==> config.mk <==
export PLATFORM = sky130hd
export DESIGN_NAME = instr_fetch
export DESIGN_NICKNAME = d
export VERILOG_FILES = /design/src/rtl/instr_fetch_pkg.sv /design/src/rtl/instr_fetch_pc_next_sel.sv /design/src/rtl/instr_fetch.sv
export SDC_FILE = /design/constraint.sdc
export NUM_CORES = 1
export LEC_CHECK = 0
export CAP_MARGIN = 20
export CORE_ASPECT_RATIO = 0.5
export CORE_MARGIN = 5
export CORE_UTILIZATION = 40
export CTS_BUF_LIST = sky130_fd_sc_hd__clkbuf_4
export CTS_CLUSTER_SIZE = 28
export DETAILED_ROUTE_END_ITERATION = 10
export GPL_ROUTABILITY_DRIVEN = 0
export GPL_TIMING_DRIVEN = 0
export PLACE_DENSITY = 0.79
export SLEW_MARGIN = 0
export SYNTH_ARGS = -nofsm -noshare
export SYNTH_HDL_FRONTEND = slang
export SYNTH_SLANG_ARGS = --single-unit
==> constraint.sdc <==
create_clock -name clk -period 2.1 [get_ports clk]
set_input_delay 0.21 -clock clk [delete_from_list [all_inputs] [get_ports clk]]
set_output_delay 0.21 -clock clk [all_outputs]
set_load 0.02 [all_outputs]
==> src/rtl/instr_fetch_pkg.sv <==
// Shared encodings for the instruction fetch stage: FSM states, PCSrc selects,
// fault causes and the NOP word presented before the first fetch completes.
package instr_fetch_pkg;

  typedef enum logic [2:0] {
    ST_IDLE  = 3'd0,
    ST_REQ   = 3'd1,
    ST_WAIT  = 3'd2,
    ST_EXEC  = 3'd3,
    ST_FAULT = 3'd4
  } fetch_state_e;

  typedef enum logic [1:0] {
    PCSRC_PLUS4  = 2'b00,
    PCSRC_TARGET = 2'b01,
    PCSRC_JALR   = 2'b10,
    PCSRC_RSVD   = 2'b11
  } pcsrc_e;

  typedef enum logic [1:0] {
    CAUSE_NONE     = 2'b00,
    CAUSE_MISALIGN = 2'b01,
    CAUSE_BUSERR   = 2'b10,
    CAUSE_TIMEOUT  = 2'b11
  } fault_cause_e;

  localparam logic [31:0] NOP_INSTR = 32'h0000_0013;

  function automatic logic is_misaligned(input logic [31:0] addr);
    return addr[1:0] != 2'b00;
  endfunction

endpackage

==> src/rtl/instr_fetch_pc_next_sel.sv <==
// Combinational next-PC selection plus word-alignment check; kept separate so a
// later pipelined front end can reuse it unchanged.
module instr_fetch_pc_next_sel
  import instr_fetch_pkg::*;
(
  input  logic [31:0] pc_i,
  input  logic [1:0]  pcsrc_i,
  input  logic [31:0] pc_target_i,
  input  logic [31:0] alu_result_i,
  output logic [31:0] next_pc_o,
  output logic        misaligned_o
);

  always_comb begin
    next_pc_o = pc_i + 32'd4;
    case (pcsrc_i)
      PCSRC_TARGET: next_pc_o = pc_target_i;
      // jalr clears bit 0 of rs1+imm; bit 1 may still leave the target misaligned
      PCSRC_JALR:   next_pc_o = alu_result_i & ~32'd1;
      default:      next_pc_o = pc_i + 32'd4;
    endcase
    misaligned_o = is_misaligned(next_pc_o);
  end

endmodule

==> src/rtl/instr_fetch.sv <==
// RV32I fetch stage: owns the PC, fetches over a req/gnt/rvalid bus with wait
// states, holds each instruction for one execute slot and traps fetch faults.
module instr_fetch
  import instr_fetch_pkg::*;
#(
  parameter logic [31:0] RESET_PC       = 32'h0000_0000,
  parameter int unsigned TIMEOUT_CYCLES = 255
)(
  input  logic        clk,
  input  logic        rst_n,
  input  logic [1:0]  PCSrc,
  input  logic [31:0] pc_target,
  input  logic [31:0] alu_result,
  input  logic        stall_i,
  output logic        imem_req,
  output logic [31:0] imem_addr,
  input  logic        imem_gnt,
  input  logic        imem_rvalid,
  input  logic [31:0] imem_rdata,
  input  logic        imem_err,
  output logic [31:0] instr,
  output logic [31:0] pc,
  output logic [31:0] pc_plus4,
  output logic        instr_valid,
  output logic        fetch_fault,
  output logic [1:0]  fault_cause
);

  localparam logic [7:0] TMO_LAST = 8'(TIMEOUT_CYCLES - 1);

  fetch_state_e state_q;
  logic [31:0]  pc_q;
  logic [31:0]  instr_q;
  logic         instr_valid_q;
  logic         fault_q;
  logic [1:0]   cause_q;
  logic [7:0]   tmo_cnt_q;

  logic [31:0]  next_pc_d;
  logic         next_misaligned_d;

  instr_fetch_pc_next_sel u_pc_next_sel (
    .pc_i         (pc_q),
    .pcsrc_i      (PCSrc),
    .pc_target_i  (pc_target),
    .alu_result_i (alu_result),
    .next_pc_o    (next_pc_d),
    .misaligned_o (next_misaligned_d)
  );

  always_ff @(posedge clk or negedge rst_n) begin
    if (!rst_n) begin
      state_q       <= ST_IDLE;
      pc_q          <= RESET_PC;
      instr_q       <= NOP_INSTR;
      instr_valid_q <= 1'b0;
      fault_q       <= 1'b0;
      cause_q       <= CAUSE_NONE;
      tmo_cnt_q     <= '0;
    end else begin
      case (state_q)
        ST_IDLE: state_q <= ST_REQ;

        ST_REQ: begin
          if (imem_gnt) begin
            tmo_cnt_q <= '0;
            state_q   <= ST_WAIT;
          end
        end

        ST_WAIT: begin
          tmo_cnt_q <= tmo_cnt_q + 8'd1;
          // data arriving on the last permitted cycle takes priority over the timeout
          if (imem_rvalid) begin
            if (imem_err) begin
              fault_q <= 1'b1;
              cause_q <= CAUSE_BUSERR;
              state_q <= ST_FAULT;
            end else begin
              instr_q       <= imem_rdata;
              instr_valid_q <= 1'b1;
              state_q       <= ST_EXEC;
            end
          end else if (tmo_cnt_q == TMO_LAST) begin
            fault_q <= 1'b1;
            cause_q <= CAUSE_TIMEOUT;
            state_q <= ST_FAULT;
          end
        end

        ST_EXEC: begin
          if (!stall_i) begin
            pc_q          <= next_pc_d;
            instr_valid_q <= 1'b0;
            if (next_misaligned_d) begin
              fault_q <= 1'b1;
              cause_q <= CAUSE_MISALIGN;
              state_q <= ST_FAULT;
            end else begin
              state_q <= ST_REQ;
            end
          end
        end

        ST_FAULT: state_q <= ST_FAULT;

        default: state_q <= ST_IDLE;
      endcase
    end
  end

  assign imem_req    = (state_q == ST_REQ);
  assign imem_addr   = pc_q;
  assign pc_plus4    = pc_q + 32'd4;
  assign pc          = pc_q;
  assign instr       = instr_q;
  assign instr_valid = instr_valid_q;
  assign fetch_fault = fault_q;
  assign fault_cause = cause_q;

endmodule

-- Word level (Yosys, flattened, before mapping)
Cells that the tools add are included.
- bits in registers: 79
- bits of input ports: 104
- output and inout port bits: 133
- word-level logic and storage cells: 61
- add/sub/neg operators: 2
- equality and inequality tests: 14
- mux-type cells: 26
- bitwise operators: 2
- reductions and logical operators: 10
- operator list (operator ; number):
    $pmux W32 S2 ; 1
    $add A32 B3 Y32 const B ; 1
    $mux W3 ; 6
    $pmux W8 S2 ; 1
    $pmux W3 S5 ; 1
    $mux W2 ; 5
    $add A8 B1 Y8 const B ; 1
    $eq A8 B8 Y1 const B ; 1
    $mux W1 ; 8
    $mux W8 ; 1
    $ne A2 B2 Y1 const B ; 4
    $eq A3 B2 Y1 const B ; 2
    $ne A3 B3 Y1 const B ; 2
    $reduce_and A3 Y1 ; 2
    $reduce_bool A2 Y1 ; 3
    $reduce_and A5 Y1 ; 1
    $pmux W1 S2 ; 2
    $pmux W2 S2 ; 1
    $reduce_and A2 Y1 ; 2
    $reduce_and A4 Y1 ; 1
    $eq A3 B1 Y1 const B ; 1
    $eq A3 B3 Y1 const B ; 1
    $logic_not A3 Y1 ; 1
    $eq A2 B1 Y1 const B ; 1
    other kinds (3) ; 4

-- Depth between registers and ports, before layout
Gate-level depths: netlist of run 1.
- word-level depth: 6
- gate-level depth with buffers: 9
- gate-level depth less buffers: 7

-- Cells and area by module
From an unflattened synthesis of run 1, not the netlist that was laid out.
- cells, all modules: 518
- area, all modules: 5156.2 um^2
- modules (own cells, without submodules) (module ; times used ; cells each ; area an instance (um^2) ; sequential area each (um^2)):
    instr_fetch ; 1 ; 336 ; 3965.1 ; 1980.6
    instr_fetch_pc_next_sel ; 1 ; 182 ; 1191.1 ; 0.0

-- Worst setup path before layout of run 1
OpenSTA, ideal clock, no wires.
- path type: register to output
- start: register pc_q[5], in the netlist imem_addr[5]
- end: output pc_plus4[31]
- arrival: 1986 ps
- data required time: 1890 ps
- slack: -96 ps
- cell stages (with the launch flop): 7
- buffers on the path: 1
- cells stage by stage: dfrtp_1 buf_4 nand3_1 nor4_4 and2_1 nand4_1 xnor2_1
- word-level cells in the longest chain between the ends: 1
- RTL lines (item ; RTL line ; RTL):
    start, declared ; instr_fetch.sv:32 ; logic [31:0] pc_q;
    start signal, assigned ; instr_fetch.sv:93 ; pc_q <= next_pc_d;
    $add A32 B3 Y32 ; instr_fetch.sv:114 ; assign pc_plus4 = pc_q + 32'd4;
    end, declared ; instr_fetch.sv:23 ; output logic [31:0] pc_plus4,
No other way between the ends.

-- Final worst setup path of run 1
- start: register pc_q[5], in the netlist imem_addr[5]
- end: output pc_plus4[29]
The elaborated chain is that of the path after synthesis.

==> summary.txt, run 1 <==
Floorplanning
  • Chip height: 87.9 um
  • CORE AREA: 11,800 um2
  • Io pins: 237
  • Die span in x: 166 um
  • Initial core utilization: 41.0%
  • Die ar.: 14,600 um2
  • Rows: 28

Critical path
  • Crit. End Element: output pin
  • RR Endpoint: imem_addr[25]
  • Crit path launch type: flop
  • Crit Path Class: reg -> out
  • CP arrival: 2.37 ns
  • CP required: 1.89 ns
  • Reg-to-Reg Start: imem_addr[5]
  • Worst-path maximum fanout: 5
  • Reg2Reg Depth: 8
  • Reg2reg setup slack: -0.05 ns

Layout
  • Layout Nets: 921
  • Design area: 8470 um2
  • Most common cell after layout, fill and taps aside: clkdlybuf4s50_1
  • Diode count: 0
  • Synth-to-layout area growth: 74.2%
  • Layout cells sized above 1: 32.7%
  • Commonest non-fill, non-tap cells in the layout: clkdlybuf4s50_1 (205), buf_4 (110), dfrtp_1 (58)
  • Fill cells: 848

Synthesis
  • Syn Nets: 612
  • Area leader, netlist: dfrtp_1
  • Synthesis Warnings: 0
  • Compound-Gate Fraction of Synth Area: 16.7%
  • Synthesized instance count: 503
  • Mean post-synth cell area: 9.66 um2
  • Largest family of logic cells by synthesized area: compound AO/OA/AOI/OAI gates
  • Seq/Total Area, Yosys: 40.8%
  • Synth async-reset ratio: 100%
  • Synth area leaders: dfrtp_1 (39%), mux2_2 (7.4%), buf_4 (5.4%)
  • Count of cell types in the netlist: 48
  • Syn Std Cell Area: 4860 um2
  • Yosys reg bits: 79
  • Synth Flop Type: dfrtp_1
  • Post-synthesis simple-gate area fraction: 15.8%
  • Top cell type's share of synthesized area: 39.1%
  • Post-synthesis xor/xnor area fraction: 5.23%
  • Multiplexer area fraction after synthesis: 11.1%
  • Adder-Cell Fraction of Synth Area: 1.29%
  • Post-synth EDFFs: 0

STA
  • Slew Limit Fails: 0
  • TNS Setup: -5.75 ns
  • Setup violators final: 28
  • Worst slew margin: 51.4%
  • Fmax: 387 MHz
  • Fin Hold WS: 0.193 ns
  • Actual slew at the worst max-slew pin: 0.729 ns
  • Tmin final: 2.58 ns
  • Max Clock Skew: 0.0134 ns
  • Final period util: 123%
  • Final WS setup: -0.481 ns
  • Hold Vio Cnt, Final: 0
  • RSZ-0062 raised after global routing: yes

Clock tree
  • Root Driver: clkbuf_4
  • H-tree Lvls: 3
  • CTS Buf Count: 9
  • Clk Latency, worst-skew pair: 0.44 ns
  • CTS tree: built
  • Clk sinks: 79
  • CTS max path bufs: 2
  • Clock Pin Slew Worst Setup and Hold Paths: 0.14 ns

Detailed routing
  • Top sig layer: met4
  • WL met1: 7250 um
  • Vias/cell: 5.73
  • Initial DRC Count: 580
  • DR DRC count: 0
  • Metal2 WL: 10,300 um
  • Drt total wl: 20,200 um
  • Routed wire length on met3: 1830 um
  • Routed length per instance: 20.6 um
  • DR pass1 iterations: 6
  • Total vias in the final route: 5,630
  • Antenna viol nets, final: 0

Pwr
  • Sequential power share: 27.7%
  • Max IR drop VDD: 0.711 mV
  • Power density cells: 1160 nW/um2
  • Sw Ratio: 43.6%
  • Clk pwr share: 9.9%
  • P_leak: 3.72 nW
  • Cell-internal power: 5.55 mW
  • Combinational share of power: 62.4%
  • Sw Pwr: 4.29 mW

Global routing
  • First-pass GRT wire length: 28,000 um
  • Vias in the first global route: 5,350
  • GR Util All Layers: 23.9%
  • Grt ovf: 0
  • Antenna violations before repair: 0
  • Largest net degree at the start of global routing: 58

Status
  • Failing checks: negative setup slack
  • Status: finished with violations

Place
  • Post-DP HPWL: 13,200 um
  • Post-Place Worst Slack: -0.789 ns
  • Placed cell areas: 7460 um2
  • Buffers on Ports: 235

Flow run
  • Max Cap Viol: 0

Hold path
  • Hold crit path type: in -> async
## stage by stage
step | cells | utilization, % | power [mW]
detailed placement | 904 | 63.0 | 8.30
CTS | 965 | 68.8 | 9.63
global route | 982 | 71.5 | 10.3
floorplan | 503 | - | 5.58
global placement | 903 | 62.8 | 8.17
finish | 982 | 71.5 | 9.84
## cell families (layout without fill, tap and decap cells)
kind of cell | after synthesis | count (layout)
buffers and inverters | 79 | 393
multiplexers | 50 | 50
flip-flops | 79 | 79
XOR/XNOR | 29 | 29
adder cells (fa/ha/maj) | 5 | 5
AND/OR/NAND/NOR | 145 | 145
AO/OA/AOI/OAI | 116 | 116
## final cells by class
class / count / area [um2] / share of cell area (%)
clock inverters: 6 / 67.6 / 0.798
flip-flops and latches: 79 / 2000 / 23.7
inverters: 8 / 30.0 / 0.355
clock buffers: 10 / 75.1 / 0.887
well taps: 165 / 206 / 2.44
repair buffers: 303 / 2880 / 34.1
multi-input cells: 345 / 2760 / 32.6
plain buffers: 66 / 440 / 5.20
## registers in the layout (all words and copies together), names as in the netlist
signal	flops
instr	32
fetch_fault	1
imem_addr	32
state_q	3
instr_valid	1
tmo_cnt_q	8
fault_cause	2
## power groups by stage
| stage | Clock [mW] | Sequential [mW] | Combinational, mW |
|---|---|---|---|
| 2_1_floorplan | 0 | 3.26 | 2.32 |
| 3_3_place_gp | 0 | 2.71 | 5.46 |
| 3_5_place_dp | 0 | 2.75 | 5.56 |
| 6_report | 0.973 | 2.73 | 6.14 |
| 4_1_cts | 0.985 | 2.68 | 5.96 |
| 5_1_grt | 1.06 | 2.80 | 6.45 |
## synth_stat cells, drive strengths merged (2+ instances only)
cell,number
a21oi,21
and2,3
a221oi,24
a221o,12
a22oi,5
or3,3
nand4,13
xor2,7
a31o,2
clkbuf,25
nand3,20
mux2,32
and3,6
nand2,47
dfrtp,76
nor2,29
o21ai,35
ha,5
xnor2,22
nor3,6
dfstp,3
o31ai,5
a311oi,2
mux2i,18
nor4,5
and4,7
nand2b,4
a31oi,3
buf,46
inv,8
## worst max-delay path, cell delays in order, from the launching register on
cell and delay (ns):
dfrtp_1 0.42, buf_6 0.13, nand3_4 0.10, nor4_4 0.44, buf_6 0.20, nand4_1 0.17, xnor2_1 0.26, buf_4 0.21
## worst max-delay path by stage
stage,cells after the start,from,to
2_1_floorplan,5,imem_addr[9],pc_plus4[31]
3_3_place_gp,1,rst_n,imem_addr[11]
3_5_place_dp,9,PCSrc[0],imem_addr[29]
4_1_cts,7,imem_addr[4],pc_plus4[29]
5_1_grt,7,imem_addr[5],pc_plus4[29]
6_report,7,imem_addr[5],pc_plus4[29]
## per-layer routing
| metal | up-vias | global-route usage (%) |
|---|---|---|
| met5 | - | 0 |
| met4 | 0 | 9.13 |
| met3 | 87 | 5.46 |
| met2 | 382 | 44.3 |
| met1 | 2722 | 27.5 |
| li1 | 2439 | - |
## what timing repair did
item                                    CTS  global route
setup buffers                            47            20
endpoints found under the setup margin   46            49
gates cloned                              0             0
hold endpoints to repair                 30             0
hold buffers                              1             0
pin swaps                                30            24
resized for setup                       198            50
Power figures use the tool's default switching activity.
==> inputs of run 2 (changes only) <==
--- a/config.mk
+++ b/config.mk
@@ -6,7 +6,7 @@
 export NUM_CORES = 1
 export LEC_CHECK = 0
 export CAP_MARGIN = 20
-export CORE_ASPECT_RATIO = 0.5
+export CORE_ASPECT_RATIO = 0.8
 export CORE_MARGIN = 5
 export CORE_UTILIZATION = 40
 export CTS_BUF_LIST = sky130_fd_sc_hd__clkbuf_4
@@ -14,6 +14,7 @@
 export DETAILED_ROUTE_END_ITERATION = 10
 export GPL_ROUTABILITY_DRIVEN = 0
 export GPL_TIMING_DRIVEN = 0
+export HOLD_SLACK_MARGIN = 0.12
 export PLACE_DENSITY = 0.79
 export SLEW_MARGIN = 0
 export SYNTH_ARGS = -nofsm -noshare
==> run 2 against run 1 <==
The flow still finishes with violations (negative setup slack). Clock skew is 0.0048 ns higher. Core utilization decreased by 2.4 points. First-iteration DRC count decreased by 34%. Count of clock-buffer cells in the layout shrank 1. Non-clock buffer count down 5. Cell area decreased by 1.9%. Maximum frequency grew 8.9%. Clock power is 1% lower. Worst setup slack improved by 0.21 ns. Worst hold slack lost 0.046 ns. Die area shrank 0.82%. Largest power group unchanged.
==> summary.txt, run 2 (synthesis results as in run 1) <==
Status
  • Status: finished with violations
  • Failing checks: negative setup slack

Floorplanning
  • Rows: 36 (+29%)
  • Initial core utilization: 40.4% (-0.63 points)
  • Chip height: 109 um (+23%)
  • CORE AREA: 12,000 um2 (+1.6%)
  • Io pins: 237 (unchanged)
  • Die ar.: 14,500 um2 (-0.82%)
  • Die span in x: 133 um (-20%)

Global routing
  • First-pass GRT wire length: 27,900 um (-0.42%)
  • Antenna violations before repair: 0 (unchanged)
  • Vias in the first global route: 5,216 (-2.5%)
  • Grt ovf: 0 (unchanged)
  • Largest net degree at the start of global routing: 63 (+8.6%)
  • GR Util All Layers: 24.3% (+0.43 points)

Clock tree
  • Clock Pin Slew Worst Setup and Hold Paths: 0.14 ns (about the same)
  • CTS Buf Count: 9 (unchanged)
  • Clk sinks: 79 (unchanged)
  • Clk Latency, worst-skew pair: 0.45 ns (about the same)
  • CTS tree: built
  • Root Driver: clkbuf_4
  • CTS max path bufs: 2 (unchanged)
  • H-tree Lvls: 3 (unchanged)

STA
  • Slew Limit Fails: 0 (unchanged)
  • Final period util: 113% (-10 points)
  • Tmin final: 2.37 ns (-0.211 ns)
  • Final WS setup: -0.270 ns (+0.211 ns)
  • Worst slew margin: 51.6% (+0.21 points)
  • Max Clock Skew: 0.0182 ns (+0.00479 ns)
  • Actual slew at the worst max-slew pin: 0.726 ns (-0.00310 ns)
  • Setup violators final: 24 (-14%)
  • Hold Vio Cnt, Final: 0 (unchanged)
  • Fmax: 422 MHz (+8.9%)
  • Fin Hold WS: 0.147 ns (-0.0458 ns)
  • TNS Setup: -3.77 ns (+1.98 ns)
  • RSZ-0062 raised after global routing: yes

Detailed routing
  • Antenna viol nets, final: 0 (unchanged)
  • Initial DRC Count: 383 (-34%)
  • Total vias in the final route: 5,156 (-8.4%)
  • Vias/cell: 5.35 (-6.7%)
  • Drt total wl: 18,100 um (-10%)
  • Routed length per instance: 18.8 um (-8.6%)
  • DR pass1 iterations: 4 (-2)
  • DR DRC count: 0 (unchanged)

Layout
  • Most common cell after layout, fill and taps aside: clkdlybuf4s50_1
  • Commonest non-fill, non-tap cells in the layout: clkdlybuf4s50_1 (203), buf_4 (111), dfrtp_1 (57)
  • Layout Nets: 916 (-0.54%)
  • Design area: 8310 um2 (-1.9%)
  • Synth-to-layout area growth: 71.0%
  • Layout cells sized above 1: 32.0% (-0.66 points)
  • Diode count: 0 (unchanged)

Place
  • Buffers on Ports: 235 (unchanged)
  • Placed cell areas: 7440 um2 (-0.22%)
  • Post-DP HPWL: 13,300 um (+1.1%)
  • Post-Place Worst Slack: -0.909 ns (-0.120 ns)

Pwr
  • Power density cells: 1160 nW/um2 (+0.20%)
  • Max IR drop VDD: 0.745 mV (+4.9%)
  • P_leak: 3.62 nW (-2.7%)
  • Pwr Total: 9.67 mW (-1.7%)

Critical path
  • Crit path buffers/inverters: 4 (+1)
  • Crit path launch type: flop
  • Reg-to-Reg Start: imem_addr[5]
  • CP Cell Sequence: buf_6 -> nand3_4 -> nor4_4 -> buf_4 -> buf_4 -> nand4_1 -> xnor2_1 -> buf_4
  • CP required: 1.89 ns (about the same)
  • Reg2Reg Depth: 11 (+3)
  • Reg2reg setup slack: -0.17 ns (-0.12 ns)
  • Crit. End Element: output pin
  • Delay-heaviest family, CP: buffers and inverters
  • Slowest CP cell: dfrtp_1
  • Crit Path Class: reg -> out
  • CP arrival: 2.16 ns (-0.21 ns)
  • RR Endpoint: imem_addr[24]
  • Worst-path maximum fanout: 5 (unchanged)
  • Crit path largest cell delay: 0.39 ns (-0.05 ns)
  • CP dominant cell by count: buf_4

Hold path
  • Hold crit path type: in -> async

Flow run
  • Max Cap Viol: 0 (unchanged)
==> run 2: cell types whose count changed in the layout (fill, tap and decap cells not counted), sizes merged <==
| cell | change |
|---|---|
| dlymetal6s2s | +2 |
| clkinv | +4 |
| buf | -6 |
| clkdlybuf4s50 | -2 |
| clkinvlp | -2 |
| inv | -1 |
==> run 2: stage by stage <==
step | util (%) | std cells
3_3_place_gp | 61.7 | 890
6_report | 69.1 | 964
4_1_cts | 67.4 | 952
5_1_grt | 69.1 | 964
3_5_place_dp | 61.9 | 891
2_1_floorplan | - | 503
==> run 2: timing repair <==
action,CTS,global route
hold buffers,1,0
pin swaps,29,21
hold endpoints to repair,77,0
setup endpoints to repair,57,82
gates cloned,0,0
setup buffers,50,14
gates resized for setup,196,39
==> run 2: layer usage <==
| metal | GRT usage [%] | part of all wire (%) | wire length [um] |
|---|---|---|---|
| met3 | 5.35 | 7.5 | 1360 |
| met2 | 42.1 | 49 | 8920 |
| met5 | 0 | 0 | 0 |
| met1 | 31.2 | 42 | 7580 |
| met4 | 5.80 | 1.5 | 278 |
==> run 2: final cells by class <==
cell class / count / area (um2)
Fill cell: 906 / 3720
Timing Repair Buffer: 299 / 2810
Multi-Input combinational cell: 345 / 2690
Sequential cell: 79 / 2000
Buffer: 65 / 439
Tap cell: 152 / 190
Clock inverter: 7 / 72.6
Clock buffer: 9 / 67.6
Inverter: 8 / 30.0
==> run 2: power breakdown <==
part	switching (mW)	internal (mW)
logic	3.02	3.03
registers	0.538	2.13
clock network	0.594	0.366
==> run 2: worst register-to-register path: stages, from the launching register on <==
cell and delay (ns):
dfrtp_1 0.39, buf_6 0.12, buf_4 0.10, and3_4 0.19, and3_4 0.26, nand4_1 0.19, buf_4 0.21, buf_4 0.12
buf_4 0.12, buf_4 0.12, mux2i_1 0.10, a221oi_1 0.24
==> run 2: worst max path at each step <==
stage,from,end,slack (ns),depth (start not counted)
detailed placement,PCSrc[0],imem_addr[29],-0.91,9
global route,imem_addr[5],pc_plus4[21],-0.42,8
floorplan,imem_addr[9],pc_plus4[31],0.005,5
global placement,rst_n,imem_addr[11],-2.33,1
CTS,imem_addr[5],pc_plus4[31],-0.26,8
finish,imem_addr[5],pc_plus4[21],-0.27,8
==> inputs of run 3 (changes only) <==
--- a/config.mk
+++ b/config.mk
@@ -13,10 +13,10 @@
 export CTS_CLUSTER_SIZE = 28
 export DETAILED_ROUTE_END_ITERATION = 10
 export GPL_ROUTABILITY_DRIVEN = 0
-export GPL_TIMING_DRIVEN = 0
 export HOLD_SLACK_MARGIN = 0.12
-export PLACE_DENSITY = 0.79
+export PLACE_DENSITY = 0.78
 export SLEW_MARGIN = 0
 export SYNTH_ARGS = -nofsm -noshare
 export SYNTH_HDL_FRONTEND = slang
+export SYNTH_HIERARCHICAL = 1
 export SYNTH_SLANG_ARGS = --single-unit
==> run 3 against run 2 <==
The run still ends with negative setup slack left. Clock skew is 0.0052 ns lower. First-iteration DRC count is 19% lower. Non-clock buffer count fell by 43. Register-to-register slack better by 0.09 ns. Core utilization is 3.1 points lower. Sequential share of layout area decreased by 0.48 points. Global-route usage down 1.9 points. Synthesized cell count grew 3.0%. Count of clock-buffer cells in the layout up 1. Maximum frequency increased by 3.9%. Cell area is 1.1% higher. Total power is 20% higher. Critical endpoint is now pc_plus4[28]. Highest routed layer unchanged.
==> summary.txt, run 3 <==
Pwr
  • P_leak: 3.50 nW (-3.2%)
  • Power density cells: 1380 nW/um2 (+18%)
  • Max IR drop VDD: 0.765 mV (+2.7%)
  • Pwr Total: 11.6 mW (+20%)

STA
  • Hold Vio Cnt, Final: 0 (unchanged)
  • Fin Hold WS: 0.235 ns (+0.0885 ns)
  • Final WS setup: -0.180 ns (+0.0899 ns)
  • Max Clock Skew: 0.0130 ns (-0.00517 ns)
  • RSZ-0062 raised after global routing: yes
  • Tmin final: 2.28 ns (-0.0898 ns)
  • Setup violators final: 25 (+4.2%)
  • Final period util: 109% (-4.3 points)
  • TNS Setup: -2.49 ns (+1.28 ns)
  • Slew Limit Fails: 0 (unchanged)
  • Worst slew margin: 72.4% (+21 points)
  • Actual slew at the worst max-slew pin: 0.414 ns (-0.311 ns)
  • Fmax: 439 MHz (+3.9%)

Detailed routing
  • DR pass1 iterations: 5 (+1)
  • Total vias in the final route: 5,305 (+2.9%)
  • DR DRC count: 0 (unchanged)
  • Initial DRC Count: 312 (-19%)
  • Routed length per instance: 18.5 um (-1.8%)
  • Drt total wl: 17,900 um (-1.2%)
  • Vias/cell: 5.47 (+2.3%)
  • Antenna viol nets, final: 0 (unchanged)

Critical path
  • Reg2Reg Depth: 9 (-2)
  • Crit. Startpoint: imem_addr[2]
  • Crit. End Element: output pin
  • RR Endpoint: imem_addr[20]
  • Reg2reg setup slack: -0.08 ns (+0.09 ns)
  • Crit path launch type: flop
  • Crit Path Class: reg -> out
  • Worst-path maximum fanout: 4 (-1)
  • CP Capture Point: pc_plus4[28]
  • CP required: 1.89 ns (about the same)
  • CP arrival: 2.07 ns (-0.09 ns)
  • Reg-to-Reg Start: imem_addr[3]

Synthesis
  • Post-synth EDFFs: 0 (unchanged)
  • Synth area leaders: dfrtp_1 (37%), mux2_2 (13%), buf_4 (5.1%)
  • Largest family of logic cells by synthesized area: simple AND/OR/NAND/NOR gates
  • Post-synthesis xor/xnor area fraction: 6.45% (+1.2 points)
  • Synth async-reset ratio: 100% (unchanged)
  • Syn Nets: 628 (+2.6%)
  • Yosys reg bits: 79 (unchanged)
  • Post-synth top cells: dfrtp_1 (76), mux2_2 (60), buf_4 (35)
  • Synth Flop Type: dfrtp_1
  • Compound-Gate Fraction of Synth Area: 13.8% (-2.8 points)
  • Count of cell types in the netlist: 53 (+10%)
  • Area leader, netlist: dfrtp_1
  • Adder-Cell Fraction of Synth Area: 1.46% (+0.17 points)
  • Post-synthesis simple-gate area fraction: 17.5% (+1.7 points)
  • Multiplexer area fraction after synthesis: 13.7% (+2.6 points)
  • Synthesis Warnings: 6 (+6)
  • Seq/Total Area, Yosys: 38.4% (-2.4 points)
  • Synthesized instance count: 518 (+3.0%)
  • Top cell type's share of synthesized area: 36.9% (-2.3 points)
  • Syn Std Cell Area: 5160 um2 (+6.1%)
  • Mean post-synth cell area: 9.95 um2 (+3.1%)
  • Top-count cell post-synth: dfrtp_1

Layout
  • Diode count: 0 (unchanged)
  • Most common cell after layout, fill and taps aside: clkdlybuf4s50_1
  • Layout cells sized above 1: 29.7% (-2.3 points)
  • Layout Nets: 900 (-1.7%)
  • Design area: 8400 um2 (+1.1%)
  • Commonest non-fill, non-tap cells in the layout: clkdlybuf4s50_1 (205), buf_4 (91), dfrtp_1 (72)
  • Synth-to-layout area growth: 62.8%
  • Post-layout util: 65.9% (-3.1 points)
  • Fin cells: 970 (+0.62%)

Clock tree
  • H-tree Lvls: 3 (unchanged)
  • CTS Buf Count: 9 (unchanged)
  • Root Driver: clkbuf_4
  • Clock Pin Slew Worst Setup and Hold Paths: 0.13 ns (about the same)
  • Clk sinks: 79 (unchanged)
  • CTS tree: built
  • Clk Latency, worst-skew pair: 0.43 ns (-0.02 ns)
  • CTS max path bufs: 2 (unchanged)

Global routing
  • GR Util All Layers: 22.4% (-1.9 points)
  • Vias in the first global route: 5,356 (+2.7%)
  • Antenna violations before repair: 0 (unchanged)
  • First-pass GRT wire length: 27,700 um (-0.52%)
  • Largest net degree at the start of global routing: 53 (-16%)
  • Grt ovf: 0 (unchanged)

Status
  • Status: finished with violations
  • Failing checks: negative setup slack

Floorplanning
  • Initial core utilization: 40.5% (+0.10 points)
  • Die span in x: 137 um (+2.8%)
  • Rows: 37 (+2.8%)
  • Io pins: 237 (unchanged)
  • Chip height: 112 um (+2.7%)
  • Die ar.: 15,300 um2 (+5.6%)
  • CORE AREA: 12,700 um2 (+5.9%)

Place
  • Post-Place Worst Slack: -0.256 ns (+0.653 ns)
  • Post-DP HPWL: 13,200 um (-0.94%)
  • Buffers on Ports: 235 (unchanged)
  • Placed Instances: 932 (+4.6%)
  • Placed cell areas: 7890 um2 (+6.0%)

Hold path
  • Hold crit path type: in -> async

Flow run
  • Max Cap Viol: 0 (unchanged)
==> run 3: logic make-up after synthesis <==
kind of cell,Yosys count
flip-flops,79
AND/OR/NAND/NOR,149
XOR/XNOR,38
AO/OA/AOI/OAI,105
buffers and inverters,78
multiplexers,63
adder cells (fa/ha/maj),6
==> run 3: power by group <==
part	leakage (nW)	internal, mW	switching (mW)
sequential	0.963	2.22	0.537
combinational	2.46	3.76	3.99
clock	0.0836	0.504	0.561
total	3.50	6.49	5.09
==> run 3: cell type report <==
class	count	area [um2]
inverter	16	60.1
clock inverter	6	92.6
multi-input combinational	363	2920
tap	175	219
sequential	79	1990
clock buffer	10	75.1
timing repair buffer	321	3050
fill	976	4340
==> run 3: worst min-delay path by stage <==
stage | depth (start not counted) | end | slack [ns]
final | 2 | tmo_cnt_q[7] | 0.24
after CTS | 2 | tmo_cnt_q[7] | 0.21
after floorplan | 0 | fault_cause[0] | -0.09
after detailed placement | 1 | tmo_cnt_q[7] | 0.16
after global routing | 2 | tmo_cnt_q[4] | 0.22
after global placement | 1 | tmo_cnt_q[6] | 0.15
==> run 3: layer usage <==
| metal | GRT usage (%) | share of wire, % | vias up |
|---|---|---|---|
| li1 | - | - | 2448 |
| met1 | 29.3 | 42 | 2596 |
| met2 | 36.3 | 48 | 229 |
| met3 | 5.92 | 8.1 | 32 |
| met4 | 7.25 | 1.8 | 0 |
| met5 | 0 | 0 | - |
==> run 3: critical path, cell delays in order, from the launching register on <==
cell	delay (ns)
dfrtp_1	0.44
ha_2	0.21
nand4_1	0.16
nor2_1	0.13
buf_4	0.16
buf_12	0.11
nand3_1	0.09
xnor2_1	0.17
buf_4	0.17
==> run 3: what timing repair did <==
action                                  CTS  global route
hold endpoints to repair                 76             0
gates cloned                              1             1
hold buffers                              1             0
gates resized for setup                 149            38
pin swaps                                17            28
endpoints found under the setup margin   40            37
setup buffers                             6            15
